`src/rtl/mem_stage.sv`:
```
// mem_stage: pipeline memory stage with a data-bus handshake, a misalignment trap,
// a bus-timeout trap and load/store lane formatting.
module mem_stage #(
  parameter int MAX_WAIT = 15
) (
  input  logic        i_clk,
  input  logic        i_rst,
  input  logic        i_mem_read,
  input  logic        i_mem_write,
  input  logic        i_is_word,
  input  logic        i_is_h_or_b,
  input  logic        i_is_unsigned_ld,
  input  logic        i_reg_write_en,
  input  logic [31:0] i_ex_data_out,
  input  logic [31:0] i_reg_out_2,
  input  logic [4:0]  i_rd_addr,
  input  logic        i_valid,
  input  logic        i_trap,
  output logic        o_dmem_req,
  output logic        o_dmem_we,
  output logic [31:0] o_dmem_addr,
  output logic [31:0] o_dmem_wdata,
  output logic [3:0]  o_dmem_mask,
  input  logic        i_dmem_ack,
  input  logic [31:0] i_dmem_rdata,
  output logic        o_stall,
  output logic [31:0] o_wb_data,
  output logic [4:0]  o_rd_addr,
  output logic        o_reg_write_en,
  output logic        o_valid,
  output logic        o_trap
);
  typedef enum logic {IDLE, BUSY} state_t;
  state_t      r_state, w_next;
  logic [7:0]  r_cnt, w_cnt_next;
  logic        w_busy, w_mem_op, w_misal, w_issue, w_timeout;
  logic [1:0]  w_off;
  logic [7:0]  w_byte;
  logic [15:0] w_half;
  logic [31:0] w_ld;
  assign w_off     = i_ex_data_out[1:0];
  assign w_busy    = r_state == BUSY;
  assign w_mem_op  = i_valid & (i_mem_read | i_mem_write) & ~i_trap;
  assign w_misal   = w_mem_op & (i_is_word ? (w_off != 2'b00) : (i_is_h_or_b & w_off[0]));
  assign w_issue   = w_mem_op & ~w_misal;
  assign w_timeout = w_busy & ~i_dmem_ack & (r_cnt == 8'(MAX_WAIT));
  // Upstream is frozen while BUSY, so the request fields stay stable by construction.
  assign o_dmem_req   = i_rst & (w_busy ? ~w_timeout : w_issue);
  assign o_stall      = i_rst & ~i_dmem_ack & (w_busy ? ~w_timeout : w_issue);
  assign o_dmem_we    = i_mem_write;
  assign o_dmem_addr  = {i_ex_data_out[31:2], 2'b00};
  assign o_dmem_mask  = i_is_word ? 4'b1111 : i_is_h_or_b ? 4'b0011 << w_off : 4'b0001 << w_off;
  assign o_dmem_wdata = i_is_word ? i_reg_out_2 : i_is_h_or_b ? {2{i_reg_out_2[15:0]}} : {4{i_reg_out_2[7:0]}};
  assign w_byte = i_dmem_rdata[{w_off, 3'b000} +: 8];
  assign w_half = i_dmem_rdata[{w_off[1], 4'b0000} +: 16];
  assign w_ld   = i_is_word ? i_dmem_rdata :
                  i_is_h_or_b ? {{16{~i_is_unsigned_ld & w_half[15]}}, w_half} :
                                {{24{~i_is_unsigned_ld & w_byte[7]}}, w_byte};
  assign o_wb_data      = (w_mem_op & i_mem_read) ? w_ld : i_ex_data_out;
  assign o_rd_addr      = i_rd_addr;
  assign o_valid        = i_rst & i_valid & ~o_stall;
  assign o_trap         = o_valid & (i_trap | w_misal | w_timeout);
  assign o_reg_write_en = o_valid & i_reg_write_en & ~o_trap & (i_rd_addr != 5'd0);
  always_comb begin
    w_next     = w_busy ? ((i_dmem_ack | w_timeout) ? IDLE : BUSY) : ((w_issue & ~i_dmem_ack) ? BUSY : IDLE);
    w_cnt_next = w_busy ? ((i_dmem_ack | w_timeout) ? 8'd0 : r_cnt + 8'd1) : ((w_issue & ~i_dmem_ack) ? 8'd1 : 8'd0);
  end
  always_ff @(posedge i_clk or negedge i_rst) begin
    if (!i_rst) begin
      r_state <= IDLE;
      r_cnt   <= 8'd0;
    end else begin
      r_state <= w_next;
      r_cnt   <= w_cnt_next;
    end
  end
endmodule

```
`config.mk`:
```
export PLATFORM = sky130hd
export DESIGN_NAME = mem_stage
export DESIGN_NICKNAME = d
export VERILOG_FILES = /design/src/rtl/mem_stage.sv
export SDC_FILE = /design/constraint.sdc
export NUM_CORES = 1
export LEC_CHECK = 0
export BUFFER_PORTS_ARGS = -buffer_cell sky130_fd_sc_hd__buf_2
export CORE_AREA = 2 2 86 88
export DETAILED_ROUTE_END_ITERATION = 10
export DIE_AREA = 0 0 88 90
export GPL_ROUTABILITY_DRIVEN = 0
export PLACE_DENSITY_LB_ADDON = 0.12
export RECOVER_POWER = 25
export SETUP_SLACK_MARGIN = 0.05
export SYNTH_ARGS = -nofsm -noshare
export SYNTH_HDL_FRONTEND = slang
export SYNTH_SLANG_ARGS = --single-unit
export TNS_END_PERCENT = 100
```
`constraint.sdc`:
```
create_clock -name i_clk -period 3.5 [get_ports i_clk]
set_input_delay 0.35 -clock i_clk [delete_from_list [all_inputs] [get_ports i_clk]]
set_output_delay 0.35 -clock i_clk [all_outputs]
set_load 0.005 [all_outputs]
```
== Word level (Yosys, flattened, before mapping) ==
Cells that the tools add are included.

* Latch bits: 0
* Word-level logic and storage cells: 56
* RAM bits: 0
* Bits of input ports: 112
* Output and inout port bits: 111
* Register bits: 9
* ROM bits: 0
* Memories: 0

* Muxes and demuxes: 15
* Shift-type cells: 4
* Bitwise gates (word level): 31
* Reduce and logical (&&, ||, !) cells: 2
* Multipliers: 0
* Magnitude comparators: 0
* Div/mod/pow operators: 0
* $add $sub $neg: 1
* Equal/unequal tests: 1

{| class="wikitable"
|+ Operator list
! operator !! number
|-
| $mux W32 || 5
|-
| $shiftx A32 B6 Y16 || 1
|-
| $shiftx A32 B6 Y8 || 1
|-
| $and A1 B1 Y1 || 20
|-
| $mux W8 || 2
|-
| $add A8 B1 Y8 const B || 1
|-
| $eq A8 B4 Y1 const B || 1
|-
| $mux W4 || 2
|-
| $not A1 Y1 || 7
|-
| $mux W1 || 6
|-
| $reduce_bool A5 Y1 || 1
|-
| $or A1 B1 Y1 || 4
|-
| $shl A1 B2 Y4 const A || 1
|-
| $shl A2 B2 Y4 const A || 1
|-
| $reduce_bool A2 Y1 || 1
|}

== Depth between registers and ports, before layout ==
Gate-level depths: netlist of run 1.

* Depth in word-level cells: 14
* Gate-level depth with buffers: 7
* Gate-level depth less buffers: 5

== Least setup slack after synthesis of run 1 ==
Ideal clock, no wire load.

* Path kind: input to output
* Start point: in i_ex_data_out[0]
* End point: out o_wb_data[15]
* Buffers on the path: 1
* Required time: 3150 ps
* Setup slack: 1614 ps
* Arrival: 1536 ps
* Cell stages on the path: 4
* Cell sequence: buf_2 -> mux4_2 -> a211oi_4 -> a21oi_1

* Longest elaborated chain between the ends: 5

{| class="wikitable"
|+ RTL lines
! element !! RTL line !! text
|-
| start: declaration || 14 || <nowiki>input logic [31:0] i_ex_data_out,</nowiki>
|-
| $shiftx A32 B6 Y8 || 54 || <nowiki>assign w_byte = i_dmem_rdata[{w_off, 3'b000} +: 8];</nowiki>
|-
| $and A1 B1 Y1 || 58 || <nowiki>{{24{~i_is_unsigned_ld & w_byte[7]}}, w_byte};</nowiki>
|-
| $mux W32 || 57 || <nowiki>i_is_h_or_b ? {{16{~i_is_unsigned_ld & w_half[15]}}, w_half} :</nowiki>
|-
| $mux W32 || 56 || <nowiki>assign w_ld = i_is_word ? i_dmem_rdata :</nowiki>
|-
| $mux W32 || 59 || <nowiki>assign o_wb_data = (w_mem_op & i_mem_read) ? w_ld : i_ex_data_out;</nowiki>
|-
| end: declaration || 27 || <nowiki>output logic [31:0] o_wb_data,</nowiki>
|}

No other way between the ends.

== Worst setup path after layout of run 1 ==
* Start point: in i_ex_data_out[1]
* End point: out o_wb_data[23]

* Longest elaborated chain between the ends: 5
* Elaborated cells on any way between the ends: 7
* Classes of those cells: shift (2); mux (3); bitwise (2)

{| class="wikitable"
|+ RTL lines
! element !! RTL line
|-
| $shiftx A32 B6 Y8 or $shiftx A32 B6 Y16 (tied branches) || 54, 55
|-
| $and A1 B1 Y1, on equally long branches || 58, 57
|-
| $mux W32 (*) || 57
|-
| $mux W32 (*) || 56
|-
| $mux W32 (*) || 59
|}

Mark *: on every way between the ends. The rest lies on a longest branch, timed or not.

==> results of run 1 <==
layout make-up:
type / count / area, sq um / area share, %
Multi-Input combinational cell: 244 / 1600 / 50.8
Timing Repair Buffer: 226 / 1140 / 36.3
Inverter: 3 / 11.3 / 0.358
Tap cell: 99 / 124 / 3.93
Clock buffer: 4 / 45.0 / 1.43
Sequential cell: 9 / 225 / 7.15
final timing paths:
kind                                       to  slack, ns  cells after the start
worst max-delay path            o_wb_data[23]       1.03                      5
worst min-delay path                 r_cnt[0]       0.46                      4
worst max register to register        r_state       1.91                      3
worst min register to register       r_cnt[0]       0.51                      1
max in group asynchronous            r_cnt[1]       2.38                      2
min in group asynchronous            r_cnt[4]       0.68                      2
cells in the mapped netlist, types with 5 or more instances:
library cell  count
a211o_1           6
a21oi_1          24
a2bb2oi_1         5
buf_2             8
buf_4            48
clkbuf_1         13
dfrtp_1           9
mux2_2           25
mux2i_1          14
nand2_1          36
nand3_1          37
nand3b_1          9
nor2_1           17
nor3_1            9
o21ai_0          21
metrics by stage:
step	setup slack [ns]	cell area, sq um	util, %	std cells
final	1.03	3150	44.8	585
after global routing	0.846	3150	44.8	585
after detailed placement	0.971	3100	44.1	580
after floorplan	1.61	2290	-	327
after CTS	0.965	3150	44.9	585
after global placement	1.10	3100	44.1	580
state kept, by name (all words and copies together) (netlist names):
signal and cells:
r_state 1, r_cnt 8
power by group through the flow:
stage,logic [uW],registers [uW],clock network (uW)
floorplan,194,108,0
global placement,335,108,0
detailed placement,339,108,0
CTS,341,107,124
global route,373,107,128
finish,336,107,120
timing repair:
| item | in CTS | in global routing |
|---|---|---|
| hold endpoints to repair | 9 | 0 |
| hold buffers | 1 | 0 |
| resized for setup | 0 | 0 |
layer usage:
layer	vias to the layer above	global-route usage, %	wire [microns]
li1	1430	-	-
met5	-	0	0
met1	1291	23.8	3350
met2	143	35.7	4270
met4	0	5.13	92
met3	10	1.65	588
worst register-to-register path, stage by stage, from the launching register on:
cell and delay (ns):
dfrtp_1 0.40, or4_4 0.57, o21bai_4 0.24, a21bo_4 0.27
cells by family after synthesis:
kind of cell | share of synthesized area, %
AOI/OAI and AO/OA | 20.7
DFF | 9.84
xor gates and xnor gates | 1.91
and+or+nand+nor | 27.0
adders and majority gates | 0.546
buffers and inverters | 20.4
other | 0.164
muxes | 19.4
==> flow_summary_export.csv, run 1 <==
group,metric,value,unit
final_layout,final_layout_size_suffix_gt1_share,53.1,%
run,cap_violations,0,
clock_network,postCtsSetupBuffers,0,
sta,timing_hold_violations_final,0,
worst_setup_path,worst_setup_path_start_kind,"input port",
sta,max_slew_margin,54.4,%
yosys,syn_area,2290,sq um
yosys,synth_cell_types,45,
power_and_ir_drop,power,563,uW
worst_setup_path,reg2reg_from,"r_cnt[6]",
worst_setup_path,worst-path-max-fanout,34,
floorplan,rows,31,
place,io_buffer_count,220,
clock_network,clock_path_buffers,2,
clock_network,clk_latency,0.23,ns
detailed_routing,wl_per_cell,14.2,microns
global_route,grt_pass1_vias,2656,
yosys,avgSynthCellArea,7.02,sq um
worst_setup_path,path_delay_family,"buffers and inverters",
yosys,yosys.area.top_type_share,15.7,%
detailed_routing,ant_nets,0,
global_route,grt_pass1_wl,12600,microns
yosys,synth_area_leaders,"buf_4, mux2_2, dfrtp_1",
global_route,grt_max_degree,36,
floorplan,dieWidth,88,microns
detailed_routing,vias_per_cell,4.91,
global_route,grt-ovfl-total,0,
yosys,synth_edf_count,0,
global_route,antenna_found_initial,0,
power_and_ir_drop,clockPowerShare,21.3,%
yosys,synth_ff_type,"dfrtp_1",
power_and_ir_drop,power_frac_comb,59.7,%
floorplan,dieArea,7920,sq um
clock_network,numClockSinks,9,
clock_network,clkSlewWorstSetupHoldPaths,0.04,ns
power_and_ir_drop,power.density,179,nW/um^2
sta,max_freq,405,MHz
worst_setup_path,cp_num_buf_inv,2,
final_layout,nets,600,
clock_network,cts_tree,"built",
yosys,synth.largest_area_cell,"buf_4",
worst_setup_path,path_cells,"buf_2 > mux2_2 > o211ai_2 > nand3_1 > buf_2",
clock_network,cts-root-buf,"clkbuf_8",
detailed_routing,drt-total-wl,8300,microns
power_and_ir_drop,intPower,356,uW
run_status,run_status,"finished clean",
min_path,worstHoldPathType,"in -> reg",
power_and_ir_drop,ir_drop,132,uV
final_layout,syn2layout_area_growth,37.5,%
sta,finalClockSkew,0.00372,ns
yosys,ys_ff_latch,9,
worst_setup_path,critPathSlowestCell,"o211ai_2",
clock_network,htreeDepth,1,
clock_network,cts_inserted_buffers,3,
final_layout,final_common_cell,"buf_2",
sta,rsz0062_at_grt,"false",
yosys,syn_inst,326,
worst_setup_path,cp_common_cell,"buf_2",
power_and_ir_drop,netSwitchingFraction,36.8,%
floorplan,core,7020,sq um
detailed_routing,drtIter0Drc,80,
min_path,hold_start,"i_dmem_ack",
worst_setup_path,cpPeakStageDelay,0.53,ns
yosys,async_flop_share,100,%
power_and_ir_drop,power.switching,207,uW
final_layout,layout_common_cells,"buf_2, nand3_1, nand2_1",
sta,tightest_slew,0.684,ns
worst_setup_path,cp.arrival,2.12,ns
sta,setup_viol,0,
worst_setup_path,required,3.15,ns
final_layout,n_fill_cell,765,
yosys,ys_warn_count,0,
sta,drv_slew,0,
worst_setup_path,endpoint_kind,"primary output",
worst_setup_path,startpoint,"i_ex_data_out[1]",
place,dp_hpwl,6820,microns
power_and_ir_drop,power.leakage,0.00170,uW
detailed_routing,drc,0,
yosys,ys_seq_area_share,9.84,%
worst_setup_path,critPathKind,"in -> out",
sta,timing.setup.tns,0,ns
final_layout,n_antenna_cell,0,
sta,finalCriticalPeriod,2.47,ns
floorplan,die_y,90,microns
sta,finalCritPeriodShare,70.6,%
floorplan,start_util,32.6,%
power_and_ir_drop,power_frac_seq,19.0,%
detailed_routing,drt_first_pass_iters,4,
floorplan,pin_count,223,
global_route,grt_use_total,19.5,%
detailed_routing,vias,2874,
sta,hold_slack,0.463,ns
No activity file was read; power rests on OpenSTA's default activity.
==> run 2: changes to the inputs <==
--- a/config.mk
+++ b/config.mk
@@ -6,9 +6,9 @@
 export NUM_CORES = 1
 export LEC_CHECK = 0
 export BUFFER_PORTS_ARGS = -buffer_cell sky130_fd_sc_hd__buf_2
-export CORE_AREA = 2 2 86 88
+export CORE_AREA = 2 2 87 89
 export DETAILED_ROUTE_END_ITERATION = 10
-export DIE_AREA = 0 0 88 90
+export DIE_AREA = 0 0 89 91
 export GPL_ROUTABILITY_DRIVEN = 0
 export PLACE_DENSITY_LB_ADDON = 0.12
 export RECOVER_POWER = 25
==> constraint.sdc (replaced) <==
create_clock -name i_clk -period 2.6 [get_ports i_clk]
set_input_delay 0.26 -clock i_clk [delete_from_list [all_inputs] [get_ports i_clk]]
set_output_delay 0.26 -clock i_clk [all_outputs]
set_load 0.005 [all_outputs]
==> run 2 against run 1 <==
- hold slack worse by 0.12 ns
- critical endpoint is now o_stall
- cell area increased by 0.95%
- first-iteration DRC count rose by 6.3%
- clock-buffer cell count did not move
- die area grew 2.3%
==> flow_summary_export.csv, run 2 (same netlist as run 1, synthesis figures left out) <==
group,metric,value,unit
run_status,run_status,"finished clean",
sta,max_slew_margin,52.8,%
power_and_ir_drop,power.leakage,0.00172,uW
final_layout,largest_reg_flops,8,
place,place_ws,0.553,ns
power_and_ir_drop,power_frac_seq,18.6,%
detailed_routing,wl_per_cell,14.5,microns
sta,worst_slack,0.373,ns
worst_setup_path,worst_setup_path_start_kind,"flip-flop",
global_route,grt-busiest-layer,"met2",
power_and_ir_drop,intPower,483,uW
worst_setup_path,required,2.34,ns
sta,rsz0062_at_grt,"false",
place,dp.cells,584,
detailed_routing,ant_nets,0,
power_and_ir_drop,power.switching,287,uW
final_layout,final_common_cell,"buf_2",
clock_network,cts-root-buf,"clkbuf_8",
global_route,met2_usage,37.0,%
worst_setup_path,reg2reg_from,"r_cnt[6]",
detailed_routing,drc,0,
floorplan,dieWidth,89,microns
power_and_ir_drop,power_frac_comb,59.5,%
detailed_routing,drt-total-wl,8570,microns
global_route,globalRouteMet3Util,2.64,%
sta,setup_viol,0,
floorplan,core,7140,sq um
worst_setup_path,cpPeakStageDelay,0.56,ns
sta,finalCritPeriodShare,85.7,%
final_layout,top_regs,"r_cnt (8), r_state (1)",
sta,max_freq,449,MHz
worst_setup_path,r2r_slack,1.01,ns
worst_setup_path,worst-path-max-fanout,9,
worst_setup_path,critPathSlowestCell,"or4_4",
sta,timing_hold_violations_final,0,
sta,hold_slack,0.344,ns
final_layout,n_antenna_cell,0,
clock_network,numClockSinks,9,
min_path,hold_start,"i_dmem_ack",
floorplan,dieArea,8100,sq um
global_route,grt_use_total,19.9,%
clock_network,post_cts_resized,0,
clock_network,htreeDepth,1,
detailed_routing,vias_per_cell,4.96,
global_route,grt-ovfl-total,0,
min_path,worstHoldPathType,"in -> reg",
final_layout,layout_common_cells,"buf_2, nand3_1, nand2_1",
floorplan,die_y,91,microns
clock_network,cts_tree,"built",
sta,drv_slew,0,
final_layout,final_layout_size_suffix_gt1_share,53.5,%
clock_network,cts_inserted_buffers,3,
global_route,grt_use_met1,23.3,%
min_path,min_to,"r_cnt[0]",
power_and_ir_drop,power.density,242,nW/um^2
global_route,grt_pass1_vias,2734,
global_route,antenna_found_initial,0,
floorplan,start_util,32.1,%
detailed_routing,drtIter0Drc,85,
worst_setup_path,cp_num_buf_inv,1,
sta,tightest_slew,0.707,ns
power_and_ir_drop,netSwitchingFraction,37.3,%
global_route,grt_max_degree,30,
worst_setup_path,path_cells,"or4_4 > o21bai_4 > a21bo_4 > and2_4 > buf_2",
detailed_routing,vias,2919,
clock_network,clock_path_buffers,2,
final_layout,utilization,44.5,%
worst_setup_path,path_delay_family,"simple AND/OR/NAND/NOR gates",
sta,timing.setup.tns,0,ns
final_layout,fin_cells,589,
floorplan,pin_count,223,
min_path,min_path_cells,4,
sta,finalClockSkew,0.00513,ns
final_layout,nets,604,
worst_setup_path,critPathKind,"reg -> out",
power_and_ir_drop,ir_drop,157,uV
clock_network,clk_latency,0.24,ns
final_layout,regMostFlops,"r_cnt",
worst_setup_path,endpoint_kind,"primary output",
final_layout,syn2layout_area_growth,38.8,%
place,dp_hpwl,7060,microns
place,io_buffer_count,220,
clock_network,clkSlewWorstSetupHoldPaths,0.05,ns
run,cap_violations,0,
power_and_ir_drop,clockPowerShare,21.8,%
worst_setup_path,rr_worst_depth,3,
floorplan,rows,31,
detailed_routing,drt_first_pass_iters,4,
worst_setup_path,cp.arrival,1.97,ns
sta,finalCriticalPeriod,2.23,ns
final_layout,n_fill_cell,802,
global_route,grt_pass1_wl,13000,microns
worst_setup_path,r2r-end,"r_state",
## run 2: worst register-to-register path, delay by kind of cell, from the launching register on
| family | cells | cell delay [ns] |
|---|---|---|
| compound gates | 2 | 0.51 |
| flops | 1 | 0.40 |
| simple gates | 1 | 0.56 |
## run 2: through the flow
stage	total power, uW	cell area (sq um)
6_report	770	3180
5_1_grt	832	3180
4_1_cts	778	3180
3_5_place_dp	607	3130
3_3_place_gp	605	3130
2_1_floorplan	406	2290
## run 2: what timing repair did
item                                    CTS  global route
buffers inserted                          0             0
endpoints found under the setup margin    0             0
endpoints found under the hold margin     9             0
hold buffers                              1             0
## run 2: area by class of cell
| class | count | area (sq um) | area share, % |
|---|---|---|---|
| Multi-Input combinational cell | 244 | 1600 | 50.4 |
| Timing Repair Buffer | 230 | 1170 | 36.9 |
| Sequential cell | 9 | 225 | 7.09 |
| Tap cell | 99 | 124 | 3.90 |
| Clock buffer | 4 | 45.0 | 1.42 |
| Inverter | 3 | 11.3 | 0.354 |
## run 2: routing by layer
metal  vias up  wire, microns  part of all wire, %
met5         -              0                    0
met4         0            141                  1.6
met3        10            693                  8.1
met2       152           4360                   51
met1      1318           3380                   39
li1       1439              -                    -
## run 2: power groups by stage
stage | Combinational [uW] | Sequential [uW] | Clock, uW
global route | 510 | 144 | 179
CTS | 464 | 144 | 170
detailed placement | 461 | 146 | 0
finish | 458 | 144 | 168
global placement | 459 | 146 | 0
floorplan | 261 | 146 | 0
## run 2: worst max-delay path by stage
| stage | from | endpoint | slack [ns] | cells after the start |
|---|---|---|---|---|
| 5_1_grt | i_rst | o_reg_write_en | 0.26 | 6 |
| 4_1_cts | r_cnt[6] | o_stall | 0.36 | 5 |
| 6_report | r_cnt[6] | o_stall | 0.37 | 5 |
| 3_3_place_gp | i_is_h_or_b | o_wb_data[0] | 0.59 | 7 |
| 3_5_place_dp | i_ex_data_out[0] | o_wb_data[10] | 0.55 | 5 |
| 2_1_floorplan | r_cnt[6] | o_stall | 0.82 | 4 |
